==> config.mk <==
export PLATFORM = sky130hd
export DESIGN_NAME = im_loader
export DESIGN_NICKNAME = d
export VERILOG_FILES = /design/src/rtl/im_loader.sv
export SDC_FILE = /design/constraint.sdc
export NUM_CORES = 1
export LEC_CHECK = 0
export CORE_MARGIN = 3
export CORE_UTILIZATION = 40
export CTS_CLUSTER_SIZE = 14
export DETAILED_ROUTE_END_ITERATION = 6
export REMOVE_ABC_BUFFERS = 1
export SLEW_MARGIN = 20
export SYNTH_ARGS = -nofsm -noshare
export SYNTH_HDL_FRONTEND = slang
export SYNTH_SLANG_ARGS = --single-unit
==> constraint.sdc <==
create_clock -name clk -period 2.74 [get_ports clk]
set_input_delay 0.411 -clock clk [delete_from_list [all_inputs] [get_ports clk]]
set_output_delay 0.411 -clock clk [all_outputs]
set_load 0.01 [all_outputs]
==> src/rtl/im_loader.sv <==
// Byte-serial program loader for the instruction memory.
// Frames: LEN(16, BE) | 4*LEN data bytes | XOR checksum.
module im_loader #(
  parameter logic [31:0] BASE_ADDR = 32'h00003000,
  parameter int          DEPTH     = 1024
) (
  input  logic        clk,
  input  logic        rst_n,
  input  logic        start,
  input  logic        in_valid,
  input  logic [7:0]  in_data,
  output logic        in_ready,
  output logic        im_we,
  output logic [31:0] im_addr,
  output logic [31:0] im_wdata,
  output logic        busy,
  output logic        done,
  output logic        err
);

  typedef enum logic [2:0] {
    IDLE, LEN_HI, LEN_LO, DATA, CSUM, DONE, ERR
  } state_t;

  state_t      state;
  logic [7:0]  len_hi;
  logic [15:0] len;
  logic [15:0] wcnt;
  logic [1:0]  bcnt;
  logic [7:0]  xsum;
  logic [23:0] acc;

  logic        take;
  logic [15:0] n;
  logic        bad_len;
  logic [31:0] waddr;

  assign take    = in_valid & in_ready;
  assign n       = {len_hi, in_data};
  assign bad_len = (n == 16'd0) ||
                   (32'(n) > 32'(DEPTH));
  assign waddr   = BASE_ADDR +
                   {14'd0, wcnt, 2'b00};

  // Frame sequencer; every output is a register.
  always_ff @(posedge clk or negedge rst_n) begin
    if (!rst_n) begin
      state    <= IDLE;
      len_hi   <= '0;
      len      <= '0;
      wcnt     <= '0;
      bcnt     <= '0;
      xsum     <= '0;
      acc      <= '0;
      in_ready <= 1'b0;
      im_we    <= 1'b0;
      im_addr  <= BASE_ADDR;
      im_wdata <= '0;
      busy     <= 1'b0;
      done     <= 1'b0;
      err      <= 1'b0;
    end else begin
      im_we <= 1'b0;
      unique case (state)
        IDLE, DONE, ERR: begin
          if (start) begin
            state    <= LEN_HI;
            busy     <= 1'b1;
            done     <= 1'b0;
            err      <= 1'b0;
            in_ready <= 1'b1;
            xsum     <= '0;
            wcnt     <= '0;
            bcnt     <= '0;
          end
        end
        LEN_HI: begin
          if (take) begin
            len_hi <= in_data;
            xsum   <= xsum ^ in_data;
            state  <= LEN_LO;
          end
        end
        LEN_LO: begin
          if (take) begin
            len  <= n;
            xsum <= xsum ^ in_data;
            if (bad_len) begin
              state    <= ERR;
              busy     <= 1'b0;
              err      <= 1'b1;
              in_ready <= 1'b0;
            end else begin
              state <= DATA;
            end
          end
        end
        DATA: begin
          if (take) begin
            xsum <= xsum ^ in_data;
            bcnt <= bcnt + 2'd1;
            acc  <= {acc[15:0], in_data};
            if (bcnt == 2'd3) begin
              im_we    <= 1'b1;
              im_addr  <= waddr;
              im_wdata <= {acc, in_data};
              wcnt     <= wcnt + 16'd1;
              if (wcnt == len - 16'd1)
                state <= CSUM;
            end
          end
        end
        CSUM: begin
          if (take) begin
            busy     <= 1'b0;
            in_ready <= 1'b0;
            if (in_data == xsum) begin
              state <= DONE;
              done  <= 1'b1;
            end else begin
              state <= ERR;
              err   <= 1'b1;
            end
          end
        end
        default: state <= IDLE;
      endcase
    end
  end

endmodule

==> impl_metrics.tcl, run 1 <==
set metrics [dict create \
    outcome "finished, violations left" \
    violations "negative hold slack" \
    cts_root_buffer "clkbuf_16" \
    die_h_um 131.6 \
    setup_viol 0 \
    async_reset_ff_share_pct 100.0 \
    cts_hold_buf 0 \
    timing.final.crit_period_ns 2.422 \
    grt_pass1_vias 4321 \
    die_x_um 131.6 \
    clock_latency_ns 0.42 \
    yosysTopAreaCell "dfrtp_1" \
    wire_per_inst_um 15.95 \
    clock_path_buffers 2 \
    critPathMaxFanout 5 \
    slew_headroom_pct 32.64 \
    pwr-share-comb_pct 2.8 \
    drtAntennaViolNets 0 \
    power_density_mw_per_mm2 571.6 \
    dp_cells 808 \
    start_util_pct 41.23 \
    syn_avg_cell_area_um2 11.69 \
    grt.total_usage_pct 16.22 \
    path_class "reg2reg" \
    num-fill-cells 1355 \
    synth_top_cell_area_share_pct 50.72 \
    htreeDepth 4 \
    area_growth_syn_to_layout_pct 24.75 \
    synth_adder_area_share_pct 1.149 \
    gr-total-overflow 0 \
    peakVddDrop_v 0.0004428 \
    seqPwrFrac_pct 43.0 \
    cts_tree "done" \
    synth-edff-count 0 \
    grt_pass1_wl_um 22310 \
    drive_gt1_share_pct 25.40 \
    worst_pin_slew_ns 0.9947 \
    critPathArrivalTime_ns 2.71 \
    hold_class "in2async" \
    antenna_found_initial 0 \
    start_kind "flop" \
    worstPathRequired_ns 3.03 \
    place_congestion 0.8225 \
    final_common_cell "dfrtp_1" \
    maxSlewViolCount 0 \
    leakagePower_uw 0.003576 \
    layout_common_cells "128 x dfrtp_1, 90 x mux2_2, 64 x clkdlybuf4s50_1" \
    netlist_top_cells_area "dfrtp_1 51%, mux2_2 16%, xnor2_1 3.5%, o21ai_0 2.9%, buf_4 2.4%" \
    post-route-util_pct 51.44 \
    synth_area_mm2 0.006315 \
    switching_share_pct 20.65 \
    synthCells 540 \
    via_per_inst 5.132 \
    grt_max_degree 58 \
    ys_warn_count 0 \
    first_pass_iters 4 \
    crit_path_start "len[0]$_DFFE_PN0P_" \
    drt_iter0_drc 250 \
    ys.flop_type "dfrtp_1" \
    cap_violations 0 \
    p_int_uw 3573 \
    synth_top_family_by_area "multiplexers" \
    hold_violations 1 \
    max_freq_ghz 0.4129 \
    rows 45 \
    synth_seq_area_share_pct 51.56 \
    period_share_pct 88.39 \
    endpoint_kind "flop" \
    multi_input_area_mm2 0.002828 \
    clk_pin_slew_ns 0.06 \
    antenna_cells 0 \
    p_clk_share_pct 54.2 \
    hpwl_um 9340 \
    vias 4316 \
    synth_mux_area_share_pct 16.05 \
    rsz0062_at_grt "false" \
    whs_ns -0.0006625 \
    die_area_mm2 0.01733 \
    synth_compound_area_share_pct 9.451 \
    ys_types 68 \
    coreArea_mm2 0.01531 \
    totalWireLength_um 13410 \
    final_cells 841 \
    synth-simple-area-share_pct 11.45 \
    drc 0 \
    cts_buffers 17 \
    io_buffers 65 \
    layout.nets 634 \
    io_pins 81 \
    cts.sinks 130 \
    synth_xor_area_share_pct 5.687 \
    p_sw_uw 929.7 \
    ys_seq_elements 130 \
    clock_skew_ns 0.005541 \
    regArea_mm2 0.003256 \
    r2r-start "len[0]$_DFFE_PN0P_" \
]
==> timing repair <==
action,in CTS,in global routing
setup endpoints to repair,0,3
gates resized for setup,0,1
setup buffers,0,1
==> metrics by stage <==
stage                     TNS [ns]  total power [uW]  setup WS [ns]  cell area, um2  hold slack, ns
after floorplan             -22.28              2007        -0.5192            6130          0.1154
after global placement           0              2096        0.06749            7217          0.4619
after detailed placement         0              2100        0.03617            7217          0.4726
after CTS                        0              4573         0.1346            7864        0.009673
after global routing             0              4679        0.09907            7878         0.04338
final                            0              4503         0.3182            7878      -0.0006625
==> synthesized netlist by cell type (8+ instances only) <==
| cell | number |
|---|---|
| dfrtp_1 | 128 |
| mux2_2 | 90 |
| o21ai_0 | 36 |
| nand2_1 | 28 |
| xnor2_1 | 25 |
| nor2_1 | 23 |
| buf_4 | 20 |
| clkbuf_1 | 17 |
| xor2_1 | 16 |
| inv_1 | 13 |
| nand4_1 | 13 |
| a21oi_1 | 11 |
| nand3_1 | 10 |
| o2bb2ai_1 | 9 |
| nand2b_1 | 8 |
| nor3_1 | 8 |
==> sequential cells by signal, indices dropped and copies added (netlist names) <==
register / cells
im_wdata: 32
acc: 24
im_addr: 17
len: 16
wcnt: 16
len_hi: 8
xsum: 8
state: 3
bcnt: 2
busy: 1
done: 1
err: 1
im_we: 1
==> final cells by class <==
type | count | area share (%)
Sequential cell | 130 | 41.33
Clock inverter | 11 | 2.240
Multi-Input combinational cell | 368 | 35.90
Clock buffer | 21 | 5.972
Inverter | 14 | 0.6671
Tap cell | 211 | 3.351
Timing Repair Buffer | 86 | 10.55
==> final timing paths <==
check                           slack (ns)  cells past startpoint                  endpoint
worst max-delay path                  0.32                     10      state[1]$_DFFE_PN0P_
worst min-delay path               -0.0007                      1       xsum[3]$_DFFE_PN0P_
worst max register to register        0.32                     10      state[1]$_DFFE_PN0P_
worst min register to register        0.47                      2   im_addr[12]$_DFFE_PN1P_
max in group asynchronous             1.96                      2  im_wdata[17]$_DFFE_PN0P_
min in group clk                      0.47                      2   im_addr[12]$_DFFE_PN1P_
==> routing by layer <==
| layer | part of all wire, % | GRT usage [%] | vias up |
|---|---|---|---|
| met5 | 0 | 0 | - |
| met1 | 46 | 21.10 | 2145 |
| met2 | 48 | 25.64 | 90 |
| met3 | 5.3 | 5.168 | 12 |
| met4 | 1.2 | 5.601 | 0 |
| li1 | - | - | 2069 |
==> kinds of logic after synthesis <==
kind of cell | after synthesis
flops | 130
xor+xnor | 41
mux | 90
other cells | 1
simple gates | 127
fa+ha+maj | 6
buf+inv | 56
compound gates | 89
==> power groups by stage <==
stage	Sequential (uW)	Clock, uW	Combinational (uW)
after floorplan	1970	0	39.4
after detailed placement	1970	0	132
after CTS	1930	2510	132
after global placement	1970	0	128
after global routing	1940	2600	144
final	1940	2440	127
==> worst max-delay path, cell delays in order, from the launching register on <==
cell	delay, ns
dfrtp_1	0.45
inv_1	0.09
ha_1	0.24
nor3b_4	0.17
buf_4	0.16
a311oi_1	0.31
a31o_2	0.17
o21ai_0	0.12
nor4_2	0.30
buf_4	0.20
o31ai_1	0.07
No activity file was read; power rests on OpenSTA's default activity.
==> run 2, diff against run 1 <==
--- a/config.mk
+++ b/config.mk
@@ -7,7 +7,7 @@
 export LEC_CHECK = 0
 export CORE_MARGIN = 3
 export CORE_UTILIZATION = 40
-export CTS_CLUSTER_SIZE = 14
+export CTS_CLUSTER_SIZE = 25
 export DETAILED_ROUTE_END_ITERATION = 6
 export REMOVE_ABC_BUFFERS = 1
 export SLEW_MARGIN = 20
==> results of run 2 <==
Final layout, timing and power as in run 1 (identical DEF).
